--- src/rtl/pipe_stage_reg_if.sv ---
// Valid/ready handshake bundle for one pipeline stage: upstream (in_*) and downstream (out_*) sides.
// The stage itself connects through the slave modport; the driving environment uses master.
interface pipe_stage_reg_if #(
  parameter int WIDTH = 32
);
  logic             in_valid;
  logic             in_ready;
  logic [WIDTH-1:0] in_data;
  logic             out_valid;
  logic             out_ready;
  logic [WIDTH-1:0] out_data;

  modport master (
    output in_valid,
    output in_data,
    output out_ready,
    input  in_ready,
    input  out_valid,
    input  out_data
  );

  modport slave (
    input  in_valid,
    input  in_data,
    input  out_ready,
    output in_ready,
    output out_valid,
    output out_data
  );
endinterface

--- src/rtl/pipe_stage_reg.sv ---
// Pipeline register with valid/ready handshake, flush and reset payload value.
// Define PIPE_STAGE_SKID_EN to add a skid entry and a registered in_ready.
module pipe_stage_reg #(
  parameter int               WIDTH     = 32,
  parameter logic [WIDTH-1:0] RESET_VAL = '0
) (
  input  logic              clk,
  input  logic              rst,
  input  logic              flush,
  pipe_stage_reg_if.slave   bus,
  output logic [1:0]        count
);

  logic [WIDTH-1:0] main_q, main_d;
  logic             main_valid_q, main_valid_d;
  logic [1:0]       count_q, count_d;
  logic             in_fire;
  logic             out_fire;

`ifdef PIPE_STAGE_SKID_EN
  logic [WIDTH-1:0] skid_q, skid_d;
  logic             skid_valid_q, skid_valid_d;
  logic             in_ready_q, in_ready_d;

  // in_ready comes straight from a flop, so out_ready never reaches upstream combinationally
  assign bus.in_ready = in_ready_q;
`else
  assign bus.in_ready = ~main_valid_q | bus.out_ready;
`endif

  assign in_fire       = bus.in_valid & bus.in_ready;
  assign out_fire      = main_valid_q & bus.out_ready;
  assign bus.out_valid = main_valid_q;
  assign bus.out_data  = main_q;
  assign count         = count_q;

  always_comb begin
    main_d       = main_q;
    main_valid_d = main_valid_q;
`ifdef PIPE_STAGE_SKID_EN
    skid_d       = skid_q;
    skid_valid_d = skid_valid_q;
    // Payloads are left untouched on flush; only the valid bits drop
    if (flush) begin
      main_valid_d = 1'b0;
      skid_valid_d = 1'b0;
    end else if (out_fire && skid_valid_q) begin
      main_d       = skid_q;
      skid_valid_d = 1'b0;
    end else if (in_fire) begin
      if (!main_valid_q || out_fire) begin
        main_d       = bus.in_data;
        main_valid_d = 1'b1;
      end else begin
        skid_d       = bus.in_data;
        skid_valid_d = 1'b1;
      end
    end else if (out_fire) begin
      main_valid_d = 1'b0;
    end
    in_ready_d = ~skid_valid_d;
    count_d    = {1'b0, main_valid_d} + {1'b0, skid_valid_d};
`else
    if (flush) begin
      main_valid_d = 1'b0;
    end else if (in_fire) begin
      main_d       = bus.in_data;
      main_valid_d = 1'b1;
    end else if (out_fire) begin
      main_valid_d = 1'b0;
    end
    count_d = {1'b0, main_valid_d};
`endif
  end

  always_ff @(posedge clk) begin
    if (rst) begin
      main_q       <= RESET_VAL;
      main_valid_q <= 1'b0;
      count_q      <= 2'd0;
`ifdef PIPE_STAGE_SKID_EN
      skid_q       <= RESET_VAL;
      skid_valid_q <= 1'b0;
      in_ready_q   <= 1'b1;
`endif
    end else begin
      main_q       <= main_d;
      main_valid_q <= main_valid_d;
      count_q      <= count_d;
`ifdef PIPE_STAGE_SKID_EN
      skid_q       <= skid_d;
      skid_valid_q <= skid_valid_d;
      in_ready_q   <= in_ready_d;
`endif
    end
  end

endmodule

--- src/flat_wrapper.sv ---
// flat-port wrapper written by rule: the top's interface ports become plain ports
module pipe_stage_reg_flat 
#(
  parameter int               WIDTH     = 32,
  parameter logic [WIDTH-1:0] RESET_VAL = '0
)
  (clk, rst, flush, count, bus_in_valid, bus_in_data, bus_out_ready, bus_in_ready, bus_out_valid, bus_out_data);
  pipe_stage_reg_if #(.WIDTH(WIDTH)) bus_i ();
  input  logic clk;
  input  logic rst;
  input  logic flush;
  output logic [1:0] count;
  input wire logic [$bits(bus_i.in_valid)-1:0] bus_in_valid;
  input wire logic [$bits(bus_i.in_data)-1:0] bus_in_data;
  input wire logic [$bits(bus_i.out_ready)-1:0] bus_out_ready;
  output wire logic [$bits(bus_i.in_ready)-1:0] bus_in_ready;
  output wire logic [$bits(bus_i.out_valid)-1:0] bus_out_valid;
  output wire logic [$bits(bus_i.out_data)-1:0] bus_out_data;
  assign bus_i.in_valid = bus_in_valid;
  assign bus_i.in_data = bus_in_data;
  assign bus_i.out_ready = bus_out_ready;
  assign bus_in_ready = bus_i.in_ready;
  assign bus_out_valid = bus_i.out_valid;
  assign bus_out_data = bus_i.out_data;
  pipe_stage_reg #(.WIDTH(WIDTH), .RESET_VAL(RESET_VAL)) u_core (.clk(clk), .rst(rst), .flush(flush), .bus(bus_i), .count(count));
endmodule
--- config.mk ---
export PLATFORM = sky130hd
export DESIGN_NAME = pipe_stage_reg_flat
export DESIGN_NICKNAME = d
export VERILOG_FILES = /design/src/rtl/pipe_stage_reg_if.sv /design/src/rtl/pipe_stage_reg.sv /design/src/flat_wrapper.sv
export SDC_FILE = /design/constraint.sdc
export NUM_CORES = 1
export LEC_CHECK = 0
export CAP_MARGIN = 20
export CORE_ASPECT_RATIO = 0.5
export CORE_MARGIN = 10
export CORE_UTILIZATION = 43
export CTS_CLUSTER_SIZE = 25
export DETAILED_ROUTE_END_ITERATION = 10
export GPL_ROUTABILITY_DRIVEN = 0
export PLACE_DENSITY = 0.95
export SLEW_MARGIN = 25
export SYNTH_ARGS = -nofsm -noshare
export SYNTH_HDL_FRONTEND = slang
export SYNTH_SLANG_ARGS = --single-unit
--- constraint.sdc ---
create_clock -name clk -period 2.9 [get_ports clk]
set_input_delay 0.725 -clock clk [delete_from_list [all_inputs] [get_ports clk]]
set_output_delay 0.725 -clock clk [all_outputs]
set_load 0.05 [all_outputs]
==> flow_summary.html, run 1 <==
<table>
<tr><th>Metric</th><th>Value</th></tr>
<tr><th colspan="2">Placed design</th></tr>
<tr><td>Instance area after placement</td><td>2242 µm²</td></tr>
<tr><td>Number of cells after detailed placement</td><td>approximately 260</td></tr>
<tr><td>Final HPWL from detailed placement</td><td>between 3000 and 4000 µm</td></tr>
<tr><td>Quantity of I/O buffers inserted on ports</td><td>71</td></tr>
<tr><th colspan="2">Synth</th></tr>
<tr><td>Portion of synthesized cell area occupied by the leading cell type</td><td>42.96%</td></tr>
<tr><td>Synth Register Bits</td><td>33</td></tr>
<tr><td>Synthesized Nets</td><td>185</td></tr>
<tr><td>Count of cell types in the netlist</td><td>14</td></tr>
<tr><td>Netlist Area Pre-Place</td><td>1538 µm²</td></tr>
<tr><td>Most instantiated library cell after synthesis</td><td>sky130_fd_sc_hd__nand2b_1</td></tr>
<tr><td>Syn. warnings</td><td>0</td></tr>
<tr><td>Synth async-reset ratio</td><td>0%</td></tr>
<tr><td>EDFF count, synth</td><td>0</td></tr>
<tr><td>Synthesized netlist cell count</td><td>between 100 and 150</td></tr>
<tr><td>Top cells by area, synth</td><td>sky130_fd_sc_hd__dfxtp_1 43%, sky130_fd_sc_hd__nand2b_1 26%, sky130_fd_sc_hd__mux2i_1 21%</td></tr>
<tr><td>Mapped Avg Cell Area</td><td>10.39 µm²</td></tr>
<tr><td>Sequential fraction of the synthesis area</td><td>42.96%</td></tr>
<tr><td>Cell type contributing the most total cell area after synthesis</td><td>sky130_fd_sc_hd__dfxtp_1</td></tr>
<tr><td>Flip-flop cell with the highest count after synthesis</td><td>sky130_fd_sc_hd__dfxtp_1</td></tr>
<tr><td>Commonest cells post-synth</td><td>64 x sky130_fd_sc_hd__nand2b_1, 33 x sky130_fd_sc_hd__dfxtp_1, 32 x sky130_fd_sc_hd__mux2i_1</td></tr>
<tr><th colspan="2">Timing</th></tr>
<tr><td>Final Critical Period</td><td>2.294 ns</td></tr>
<tr><td>Post-route clock period utilization</td><td>79.12%</td></tr>
<tr><td>Pins over their slew limit</td><td>0</td></tr>
<tr><td>Min Hold Slack</td><td>roughly 0.48 ns</td></tr>
<tr><td>Worst-Margin Slew</td><td>0.5310 ns</td></tr>
<tr><td>Setup_tns</td><td>0 ns</td></tr>
<tr><td>Number of failing hold endpoints at the final stage</td><td>0</td></tr>
<tr><td>Fin Clk Skew</td><td>0.005590 ns</td></tr>
<tr><td>Unrepaired setup endpoints after global routing</td><td>no</td></tr>
<tr><td>Worst slew slack as a fraction of its limit</td><td>64.49%</td></tr>
<tr><td>Final Setup Violations</td><td>0</td></tr>
<tr><td>Peak clock frequency supported by timing</td><td>approximately 0.44 GHz</td></tr>
<tr><th colspan="2">Clock network</th></tr>
<tr><td>Cells resized by post-CTS repair</td><td>0</td></tr>
<tr><td>Worst-path clk slew</td><td>0.07 ns</td></tr>
<tr><td>Number of hold buffers added after cts</td><td>0</td></tr>
<tr><td>Clock tree buffer depth</td><td>2</td></tr>
<tr><td>Cts bufs inserted</td><td>5</td></tr>
<tr><td>Clk sink count</td><td>33</td></tr>
<tr><td>Clk Tree Root Cell</td><td>sky130_fd_sc_hd__clkbuf_8</td></tr>
<tr><td>Worst-Skew Late Latency</td><td>0.27 ns</td></tr>
<tr><td>CTS tree</td><td>built</td></tr>
<tr><td>Post-CTS Setup Bufs</td><td>0</td></tr>
<tr><td>Depth of the CTS H-tree</td><td>2</td></tr>
<tr><th colspan="2">Global route</th></tr>
<tr><td>Aggregate global routing overflow</td><td>0</td></tr>
<tr><td>Number of global-route vias before repair</td><td>1,300</td></tr>
<tr><td>GRT Total Usage</td><td>11.52%</td></tr>
<tr><td>Number of antenna violations at the first check in global routing</td><td>0</td></tr>
<tr><td>Maximum number of pins on one net before global-route repair</td><td>54</td></tr>
<tr><td>Global-route wire length before repair</td><td>6230 µm</td></tr>
<tr><th colspan="2">Detailed routing</th></tr>
<tr><td>Remaining antenna violation count</td><td>0</td></tr>
<tr><td>Detailed-routing iteration count for the pre-antenna-repair pass</td><td>4</td></tr>
<tr><td>Via-per-instance ratio</td><td>around 4.4</td></tr>
<tr><td>Total vias in the final route</td><td>approximately 1,200</td></tr>
<tr><td>Iteration-0 DRC Markers</td><td>40</td></tr>
<tr><td>Total wire length</td><td>3878 µm</td></tr>
<tr><td>Wire length per cell after detailed routing</td><td>14.52 µm</td></tr>
<tr><td>Drc violations</td><td>0</td></tr>
<tr><th colspan="2">Floorplanning</th></tr>
<tr><td>Std-Cell Rows</td><td>15</td></tr>
<tr><td>Starting density of the core</td><td>44.77%</td></tr>
<tr><td>Die width</td><td>104.6 µm</td></tr>
<tr><td>Die height</td><td>62.29 µm</td></tr>
<tr><td>Core area</td><td>3435 µm²</td></tr>
<tr><td>I/O pin cnt</td><td>73</td></tr>
<tr><td>Die area</td><td>6513 µm²</td></tr>
<tr><th colspan="2">Worst setup path</th></tr>
<tr><td>Crit path launch type</td><td>primary input</td></tr>
<tr><td>Worst setup path class</td><td>primary input to output port</td></tr>
<tr><td>Capturing element type of the critical path</td><td>output port</td></tr>
<tr><td>CP required</td><td>2.17 ns</td></tr>
<tr><td>Peak fanout along the critical path</td><td>3</td></tr>
<tr><td>Worst Path Arrival</td><td>1.57 ns</td></tr>
<tr><th colspan="2">Cells and area</th></tr>
<tr><td>Total area of sequential cells</td><td>660.6 µm²</td></tr>
<tr><td>Multi-input combinational cell area</td><td>around 770 µm²</td></tr>
<tr><td>Layout cell share with drive strength beyond 1</td><td>6.019%</td></tr>
<tr><td>Number of antenna repair diodes</td><td>0</td></tr>
<tr><td>Layout overhead on the synthesized area</td><td>54.52%</td></tr>
<tr><td>Layout Cells excl Fill</td><td>267</td></tr>
<tr><td>Final layout net count</td><td>approximately 250</td></tr>
<tr><td>Post-route cell area</td><td>2376 µm²</td></tr>
<tr><td>Layout fillers</td><td>257</td></tr>
<tr><th colspan="2">Power and ir drop</th></tr>
<tr><td>Max VDD drop</td><td>0.2789 mV</td></tr>
<tr><td>Power density cells</td><td>approximately 530 nW/µm²</td></tr>
<tr><td>Pwr Total</td><td>approximately 1.3 mW</td></tr>
<tr><td>Lkg Pwr</td><td>0.8780 nW</td></tr>
<tr><th colspan="2">Run status</th></tr>
<tr><td>Result of the run</td><td>complete, no violations</td></tr>
<tr><th colspan="2">Job</th></tr>
<tr><td>Count of maximum capacitance violations</td><td>0</td></tr>
<tr><th colspan="2">Worst hold path</th></tr>
<tr><td>Worst hold path type</td><td>flop to flop</td></tr>
</table>
## placed cells by master (no fill, tap or decap), drive strengths merged
cell type      instances
buf                    3
bufinv                 2
clkbuf                 5
clkdlybuf4s50         70
clkinv                 1
conb                   1
dfxtp                 33
inv                    1
mux2i                 32
nand2b                64
nor2                   1
nor2b                  1
nor3                   1
nor3b                  1
## report_power, final
group | switching (mW) | leakage [nW] | internal [mW]
Sequential | 0.0126 | 0.270 | 0.477
Clock | 0.164 | 0.0681 | 0.341
Combinational | 0.144 | 0.540 | 0.124
Total | 0.321 | 0.878 | 0.942
## cells by family after synthesis
| logic type | count (synthesis) | share of synthesized area [%] |
|---|---|---|
| simple gates | 68 | 28.31 |
| flops | 33 | 42.96 |
| buf+inv | 14 | 7.648 |
| other cells | 1 | 0.2439 |
| mux | 32 | 20.83 |
## flip-flops by register name, summed over array words and instances (netlist names)
register	cells
u_core.bus.out_valid	1
u_core.bus.out_data	32
## per-layer routing
layer | vias to the layer above | track usage [%] | wire length, µm
li1 | 600 | - | -
met1 | 551 | 10.33 | 1390
met2 | 25 | 23.67 | 2293
met3 | 2 | 4.115 | 173
met4 | 0 | 3.231 | 19
met5 | - | 0 | 0
## layout make-up
class                   count  share of cell area [%]
inverters                   1                  0.1580
repair buffers             73                   31.49
flip-flops and latches     33                   27.80
well taps                  51                   2.686
multi-input cells         101                   32.23
clock inverters             3                   2.738
clock buffers               5                   2.896
## path summary, 6_finish.rpt
check / slack [ns] / from / depth (start not counted) / endpoint
min reg2reg: 0.48 / u_core.bus.out_data[20] / 2 / u_core.bus.out_data[20]
max reg2reg: 1.39 / u_core.bus.out_valid / 4 / u_core.bus.out_data[27]
min: 0.48 / u_core.bus.out_data[20] / 2 / u_core.bus.out_data[20]
max: 0.61 / bus_out_ready / 4 / bus_in_ready
## stage by stage
stage                     worst slack, ns  utilization (%)
after floorplan                     1.082                -
after global placement             0.6079            65.28
after detailed placement           0.5585            65.28
after CTS                          0.5975            69.18
after global routing               0.5717            69.18
final                              0.6056            69.18
## worst max-delay path, stage by stage
cell	delay (ns)
sky130_fd_sc_hd__clkdlybuf4s50_1	0.44
sky130_fd_sc_hd__nor2b_4	0.17
sky130_fd_sc_hd__inv_1	0.09
sky130_fd_sc_hd__buf_12	0.15
Power figures use the tool's default switching activity.
==> run 2, diff against run 1 <==
Settings changed: CORE_UTILIZATION 43 to 36, PLACE_DENSITY 0.95 to 0.87.
Clock period 2.9 ns to 2 ns, I/O delays scaled along.
==> flow_summary.html, run 2 (synthesized netlist as in run 1, its figures left out) <==
<table>
<tr><th>Metric</th><th>Value</th></tr>
<tr><th colspan="2">Worst setup path</th></tr>
<tr><td>CP required</td><td>1.50 ns</td></tr>
<tr><td>Peak per-stage delay on the critical path</td><td>slightly above 0.8 ns</td></tr>
<tr><td>Worst setup path class</td><td>flop to output port</td></tr>
<tr><td>Crit path launch type</td><td>flop</td></tr>
<tr><td>Peak fanout along the critical path</td><td>2</td></tr>
<tr><td>Cell family with the largest share of critical-path delay</td><td>buffers and inverters</td></tr>
<tr><td>Ordered cell list for the critical path</td><td>clkdlybuf4s50_1</td></tr>
<tr><td>Capturing element type of the critical path</td><td>output port</td></tr>
<tr><td>Sum of buffers and inverters on the critical path</td><td>1</td></tr>
<tr><td>Critical path's slowest cell</td><td>sky130_fd_sc_hd__clkdlybuf4s50_1</td></tr>
<tr><td>Worst Path Arrival</td><td>1.43 ns</td></tr>
<tr><th colspan="2">Clock network</th></tr>
<tr><td>Worst-Skew Late Latency</td><td>0.28 ns</td></tr>
<tr><td>Clk Tree Root Cell</td><td>sky130_fd_sc_hd__clkbuf_8</td></tr>
<tr><td>Number of hold buffers added after cts</td><td>0</td></tr>
<tr><td>Depth of the CTS H-tree</td><td>2</td></tr>
<tr><td>Worst-path clk slew</td><td>0.07 ns</td></tr>
<tr><td>CTS tree</td><td>built</td></tr>
<tr><td>Cells resized by post-CTS repair</td><td>0</td></tr>
<tr><td>Clk sink count</td><td>33</td></tr>
<tr><td>Cts bufs inserted</td><td>5</td></tr>
<tr><td>Post-CTS Setup Bufs</td><td>0</td></tr>
<tr><td>Clock tree buffer depth</td><td>2</td></tr>
<tr><th colspan="2">Power and ir drop</th></tr>
<tr><td>Pwr Total</td><td>1.637 mW</td></tr>
<tr><td>Lkg Pwr</td><td>between 0.9 and 1 nW</td></tr>
<tr><td>Max VDD drop</td><td>0.3375 mV</td></tr>
<tr><td>Power density cells</td><td>717.5 nW/µm²</td></tr>
<tr><th colspan="2">Timing</th></tr>
<tr><td>Final Critical Period</td><td>1.929 ns</td></tr>
<tr><td>Worst slew slack as a fraction of its limit</td><td>66.18%</td></tr>
<tr><td>Fin Clk Skew</td><td>approximately 0.0059 ns</td></tr>
<tr><td>Final Setup Violations</td><td>0</td></tr>
<tr><td>Peak clock frequency supported by timing</td><td>0.5184 GHz</td></tr>
<tr><td>Pins over their slew limit</td><td>0</td></tr>
<tr><td>Post-route clock period utilization</td><td>96.45%</td></tr>
<tr><td>Min Hold Slack</td><td>about 0.47 ns</td></tr>
<tr><td>Number of failing hold endpoints at the final stage</td><td>0</td></tr>
<tr><td>Setup_tns</td><td>0 ns</td></tr>
<tr><td>Worst-Margin Slew</td><td>just over 0.5 ns</td></tr>
<tr><td>Unrepaired setup endpoints after global routing</td><td>no</td></tr>
<tr><th colspan="2">Detailed routing</th></tr>
<tr><td>Detailed-routing iteration count for the pre-antenna-repair pass</td><td>4</td></tr>
<tr><td>Drc violations</td><td>0</td></tr>
<tr><td>Remaining antenna violation count</td><td>0</td></tr>
<tr><td>Total vias in the final route</td><td>~1,200</td></tr>
<tr><td>Via-per-instance ratio</td><td>4.363</td></tr>
<tr><td>Total wire length</td><td>3823 µm</td></tr>
<tr><td>Wire length per cell after detailed routing</td><td>14.16 µm</td></tr>
<tr><td>Iteration-0 DRC Markers</td><td>47</td></tr>
<tr><th colspan="2">Cells and area</th></tr>
<tr><td>Layout overhead on the synthesized area</td><td>48.41%</td></tr>
<tr><td>Layout cell share with drive strength beyond 1</td><td>20.37%</td></tr>
<tr><td>Multi-input combinational cell area</td><td>765.7 µm²</td></tr>
<tr><td>Layout fillers</td><td>355</td></tr>
<tr><td>Max reg flops</td><td>32</td></tr>
<tr><td>Top library cells by usage in the layout, fill and taps aside</td><td>64 x sky130_fd_sc_hd__nand2b_1, 39 x sky130_fd_sc_hd__clkdlybuf4s50_1, 33 x sky130_fd_sc_hd__dfxtp_1, 32 x sky130_fd_sc_hd__mux2i_1, 31 x sky130_fd_sc_hd__buf_4</td></tr>
<tr><td>Commonest non-fill, non-tap cell in the layout</td><td>sky130_fd_sc_hd__nand2b_1</td></tr>
<tr><td>Final layout net count</td><td>252</td></tr>
<tr><td>Number of antenna repair diodes</td><td>0</td></tr>
<tr><td>Total area of sequential cells</td><td>roughly 660 µm²</td></tr>
<tr><th colspan="2">Job</th></tr>
<tr><td>Count of maximum capacitance violations</td><td>0</td></tr>
<tr><th colspan="2">Global route</th></tr>
<tr><td>Aggregate global routing overflow</td><td>0</td></tr>
<tr><td>Number of global-route vias before repair</td><td>1,201</td></tr>
<tr><td>Global-route wire length before repair</td><td>5947 µm</td></tr>
<tr><td>GRT Total Usage</td><td>roughly a tenth</td></tr>
<tr><td>Number of antenna violations at the first check in global routing</td><td>0</td></tr>
<tr><td>Maximum number of pins on one net before global-route repair</td><td>66</td></tr>
<tr><th colspan="2">Worst hold path</th></tr>
<tr><td>Worst hold path type</td><td>flop to flop</td></tr>
<tr><th colspan="2">Floorplanning</th></tr>
<tr><td>Die width</td><td>112.4 µm</td></tr>
<tr><td>Std-Cell Rows</td><td>16</td></tr>
<tr><td>Die area</td><td>between 7000 and 8000 µm²</td></tr>
<tr><td>I/O pin cnt</td><td>73</td></tr>
<tr><td>Starting density of the core</td><td>38.41%</td></tr>
<tr><td>Die height</td><td>about 66 µm</td></tr>
<tr><td>Core area</td><td>4004 µm²</td></tr>
<tr><th colspan="2">Placed design</th></tr>
<tr><td>Quantity of I/O buffers inserted on ports</td><td>71</td></tr>
<tr><td>Final HPWL from detailed placement</td><td>2846 µm</td></tr>
<tr><th colspan="2">Run status</th></tr>
<tr><td>Result of the run</td><td>complete, no violations</td></tr>
</table>
run 2: path summary, 6_finish.rpt:
kind / start / end / slack, ns / cells after the start
min reg2reg: u_core.bus.out_data[28] / u_core.bus.out_data[28] / 0.47 / 2
min: u_core.bus.out_data[28] / u_core.bus.out_data[28] / 0.47 / 2
max: u_core.bus.out_data[0] / bus_out_data[0] / 0.07 / 1
max reg2reg: u_core.bus.out_valid / u_core.bus.out_data[7] / 0.75 / 4
run 2: power by group:
part           switching, mW  internal (mW)  total, mW
Sequential            0.0186          0.692      0.710
Clock                  0.236          0.311      0.547
Combinational          0.209          0.172      0.380
Total                  0.463           1.17       1.64
run 2: routing by layer:
layer  GRT usage, %  wire [µm]  vias up
met5              0          0        -
met4          3.774         46        0
met3          3.170        156        4
met2          19.04       2134       23
met1          9.492       1485      555
li1               -          -      596
run 2: cell type report:
cell class,count,area share (%)
multi-input combinational,101,33.55
timing repair buffer,73,29.93
sequential,33,28.95
clock buffer,7,4.221
tap,54,2.961
clock inverter,1,0.2193
inverter,1,0.1645
run 2: stage by stage:
step | setup WS, ns | cell area (µm²) | util, % | instances
2_1_floorplan | 0.4066 | 1538 | - | 148
3_3_place_gp | 0.1641 | 2181 | 54.47 | 262
3_5_place_dp | 0.1391 | 2181 | 54.47 | 262
4_1_cts | 0.05410 | 2282 | 57.00 | 270
5_1_grt | 0.01215 | 2282 | 57.00 | 270
6_report | 0.07092 | 2282 | 57.00 | 270
==> run 3, diff against run 2 <==
Settings changed: CORE_MARGIN 10 to 8.
==> flow_summary.html, run 3 (synthesized netlist as in run 1, its figures left out) <==
<table>
<tr><th>Metric</th><th>Value</th></tr>
<tr><th colspan="2">Run status</th></tr>
<tr><td>Result of the run</td><td>complete, no violations</td></tr>
<tr><th colspan="2">Power and ir drop</th></tr>
<tr><td>Power share of the combinational group</td><td>24.4%</td></tr>
<tr><td>Proportion of power drawn by flip-flops and latches</td><td>45.2%</td></tr>
<tr><td>Lkg Pwr</td><td>0.8981 nW</td></tr>
<tr><td>Power density cells</td><td>688.8 nW/µm²</td></tr>
<tr><td>Switching power of the nets</td><td>~460 µW</td></tr>
<tr><td>Internal</td><td>1.113 mW</td></tr>
<tr><td>Switching share of power</td><td>29.07%</td></tr>
<tr><td>Clock power share</td><td>30.5%</td></tr>
<tr><td>Pwr Total</td><td>~1.6 mW</td></tr>
<tr><td>Max VDD drop</td><td>0.2866 mV</td></tr>
<tr><th colspan="2">Detailed routing</th></tr>
<tr><td>Remaining antenna violation count</td><td>0</td></tr>
<tr><td>Wire length per cell after detailed routing</td><td>about 13 µm</td></tr>
<tr><td>Drc violations</td><td>0</td></tr>
<tr><td>Iteration-0 DRC Markers</td><td>36</td></tr>
<tr><td>Total wire length</td><td>3642 µm</td></tr>
<tr><td>Via-per-instance ratio</td><td>4.259</td></tr>
<tr><td>Detailed-routing iteration count for the pre-antenna-repair pass</td><td>3</td></tr>
<tr><td>Total vias in the final route</td><td>1,150</td></tr>
<tr><th colspan="2">Worst setup path</th></tr>
<tr><td>Worst Path Arrival</td><td>~1.4 ns</td></tr>
<tr><td>Reg-to-reg startpoint</td><td>u_core.bus.out_valid</td></tr>
<tr><td>CP required</td><td>1.50 ns</td></tr>
<tr><td>Worst reg2reg endpoint</td><td>u_core.bus.out_data[16]</td></tr>
<tr><td>Cell family with the largest share of critical-path delay</td><td>buffers and inverters</td></tr>
<tr><td>Launching element of the worst setup path</td><td>u_core.bus.out_data[16]</td></tr>
<tr><td>Crit path launch type</td><td>flop</td></tr>
<tr><td>Sum of buffers and inverters on the critical path</td><td>1</td></tr>
<tr><td>Peak per-stage delay on the critical path</td><td>between 0.8 and 0.9 ns</td></tr>
<tr><td>Peak fanout along the critical path</td><td>2</td></tr>
<tr><td>Critical path's slowest cell</td><td>sky130_fd_sc_hd__clkdlybuf4s50_1</td></tr>
<tr><td>Worst setup path class</td><td>flop to output port</td></tr>
<tr><td>R2R cell count</td><td>4</td></tr>
<tr><td>Ordered cell list for the critical path</td><td>clkdlybuf4s50_1</td></tr>
<tr><td>Capturing element type of the critical path</td><td>output port</td></tr>
<tr><td>Worst-case register-to-register setup slack</td><td>0.75 ns</td></tr>
<tr><th colspan="2">Timing</th></tr>
<tr><td>Peak clock frequency supported by timing</td><td>0.5214 GHz</td></tr>
<tr><td>Worst-Margin Slew</td><td>~0.52 ns</td></tr>
<tr><td>Setup_tns</td><td>0 ns</td></tr>
<tr><td>Number of failing hold endpoints at the final stage</td><td>0</td></tr>
<tr><td>Unrepaired setup endpoints after global routing</td><td>no</td></tr>
<tr><td>Post-route clock period utilization</td><td>95.89%</td></tr>
<tr><td>Worst Setup Slack, final</td><td>around 0.08 ns</td></tr>
<tr><td>Final Setup Violations</td><td>0</td></tr>
<tr><td>Pins over their slew limit</td><td>0</td></tr>
<tr><td>Worst slew slack as a fraction of its limit</td><td>around 65%</td></tr>
<tr><td>Fin Clk Skew</td><td>0.003787 ns</td></tr>
<tr><td>Final Critical Period</td><td>1.918 ns</td></tr>
<tr><th colspan="2">Cells and area</th></tr>
<tr><td>Layout cell share with drive strength beyond 1</td><td>15.74%</td></tr>
<tr><td>Layout fillers</td><td>~360</td></tr>
<tr><td>Number of antenna repair diodes</td><td>0</td></tr>
<tr><td>Top library cells by usage in the layout, fill and taps aside</td><td>64 x sky130_fd_sc_hd__nand2b_1, 46 x sky130_fd_sc_hd__clkdlybuf4s50_1, 33 x sky130_fd_sc_hd__dfxtp_1, 32 x sky130_fd_sc_hd__mux2i_1, 24 x sky130_fd_sc_hd__buf_4</td></tr>
<tr><td>Commonest non-fill, non-tap cell in the layout</td><td>sky130_fd_sc_hd__nand2b_1</td></tr>
<tr><td>Max reg flops</td><td>32</td></tr>
<tr><td>Multi-input combinational cell area</td><td>765.7 µm²</td></tr>
<tr><td>Layout overhead on the synthesized area</td><td>48.17%</td></tr>
<tr><td>Total area of sequential cells</td><td>660.6 µm²</td></tr>
<tr><td>Final layout net count</td><td>252</td></tr>
<tr><td>Post-route cell area</td><td>roughly 2300 µm²</td></tr>
<tr><th colspan="2">Global route</th></tr>
<tr><td>Number of global-route vias before repair</td><td>between 1,000 and 1,500</td></tr>
<tr><td>Maximum number of pins on one net before global-route repair</td><td>66</td></tr>
<tr><td>Global-route wire length before repair</td><td>6120 µm</td></tr>
<tr><td>Global Route met1 Usage</td><td>12.00%</td></tr>
<tr><td>Number of antenna violations at the first check in global routing</td><td>0</td></tr>
<tr><td>Aggregate global routing overflow</td><td>0</td></tr>
<tr><td>Global routing met2 resource utilization</td><td>20.20%</td></tr>
<tr><td>Global routing met3 resource utilization</td><td>3.292%</td></tr>
<tr><td>GRT Total Usage</td><td>11.05%</td></tr>
<tr><td>Most used routing layer</td><td>met2</td></tr>
<tr><th colspan="2">Clock network</th></tr>
<tr><td>CTS tree</td><td>built</td></tr>
<tr><td>Clk Tree Root Cell</td><td>sky130_fd_sc_hd__clkbuf_8</td></tr>
<tr><td>Cts bufs inserted</td><td>5</td></tr>
<tr><td>Number of hold buffers added after cts</td><td>0</td></tr>
<tr><td>Worst-path clk slew</td><td>0.07 ns</td></tr>
<tr><td>Worst-Skew Late Latency</td><td>around 0.28 ns</td></tr>
<tr><td>Post-CTS Setup Bufs</td><td>0</td></tr>
<tr><td>Clk sink count</td><td>33</td></tr>
<tr><td>Clock tree buffer depth</td><td>2</td></tr>
<tr><td>Cells resized by post-CTS repair</td><td>0</td></tr>
<tr><td>Depth of the CTS H-tree</td><td>2</td></tr>
<tr><th colspan="2">Floorplanning</th></tr>
<tr><td>Std-Cell Rows</td><td>16</td></tr>
<tr><td>Die width</td><td>108.4 µm</td></tr>
<tr><td>Core area</td><td>4004 µm²</td></tr>
<tr><td>Die area</td><td>between 6000 and 7000 µm²</td></tr>
<tr><td>Starting density of the core</td><td>38.41%</td></tr>
<tr><td>Die height</td><td>62.22 µm</td></tr>
<tr><td>I/O pin cnt</td><td>73</td></tr>
<tr><th colspan="2">Worst hold path</th></tr>
<tr><td>Capture endpoint of the worst hold path</td><td>u_core.bus.out_data[9]</td></tr>
<tr><td>Hold Path Depth</td><td>2</td></tr>
<tr><td>Worst hold path type</td><td>flop to flop</td></tr>
<tr><td>Critical hold path startpoint</td><td>u_core.bus.out_data[9]</td></tr>
<tr><th colspan="2">Job</th></tr>
<tr><td>Count of maximum capacitance violations</td><td>0</td></tr>
<tr><th colspan="2">Placed design</th></tr>
<tr><td>Post-Place Worst Slack</td><td>0.1178 ns</td></tr>
<tr><td>Quantity of I/O buffers inserted on ports</td><td>71</td></tr>
<tr><td>Instance area after placement</td><td>2198 µm²</td></tr>
<tr><td>Final HPWL from detailed placement</td><td>between 2000 and 3000 µm</td></tr>
</table>
run 3: cell count changes in the layout (fill, tap and decap cells not counted):
cell | previous run | this run
sky130_fd_sc_hd__buf_4 | 31 | 24
sky130_fd_sc_hd__clkdlybuf4s50_1 | 39 | 46
sky130_fd_sc_hd__clkinv_2 | 1 | 0
sky130_fd_sc_hd__clkbuf_1 | 0 | 3
sky130_fd_sc_hd__clkbuf_8 | 7 | 5
run 3: final cells by class:
cell class | instances | share of cell area (%)
Clock buffer | 8 | 3.515
Inverter | 1 | 0.1647
Multi-Input combinational cell | 101 | 33.61
Sequential cell | 33 | 29.00
Tap cell | 54 | 2.965
Timing Repair Buffer | 73 | 30.75
run 3: per-layer routing:
metal / share of wire [%] / up-vias
met5: 0 / -
met4: 0.74 / 0
met3: 4.3 / 2
met2: 55 / 20
met1: 40 / 531
li1: - / 597
run 3: power by group through the flow:
stage	registers (mW)	clock network, mW	logic, mW
final	0.709	0.478	0.382
after global routing	0.714	0.533	0.403
after CTS	0.709	0.500	0.387
after detailed placement	0.724	0	0.386
after global placement	0.723	0	0.380
after floorplan	0.841	0	0.125
run 3: stage by stage:
step / cells / utilization [%] / hold slack (ns)
5_1_grt: 270 / 56.91 / 0.4882
3_5_place_dp: 262 / 54.91 / 0.4624
3_3_place_gp: 262 / 54.91 / 0.4577
2_1_floorplan: 148 / - / 0.5793
6_report: 270 / 56.91 / 0.4718
4_1_cts: 270 / 56.91 / 0.4764
run 3: worst register-to-register path, cell delays in order (launching register included):
cell	delay, ns
sky130_fd_sc_hd__dfxtp_1	0.32
sky130_fd_sc_hd__nor2b_4	0.14
sky130_fd_sc_hd__nor3b_4	0.20
sky130_fd_sc_hd__buf_12	0.27
sky130_fd_sc_hd__mux2i_1	0.24
run 3: how the worst max path moves through the flow:
stage | endpoint | slack (ns) | cells past startpoint
3_3_place_gp | bus_in_ready | 0.17 | 4
6_report | bus_out_data[16] | 0.08 | 1
4_1_cts | bus_out_data[16] | 0.06 | 1
5_1_grt | bus_out_data[16] | 0.02 | 1
2_1_floorplan | bus_in_ready | 0.41 | 2
3_5_place_dp | u_core.bus.out_data[17] | 0.12 | 5
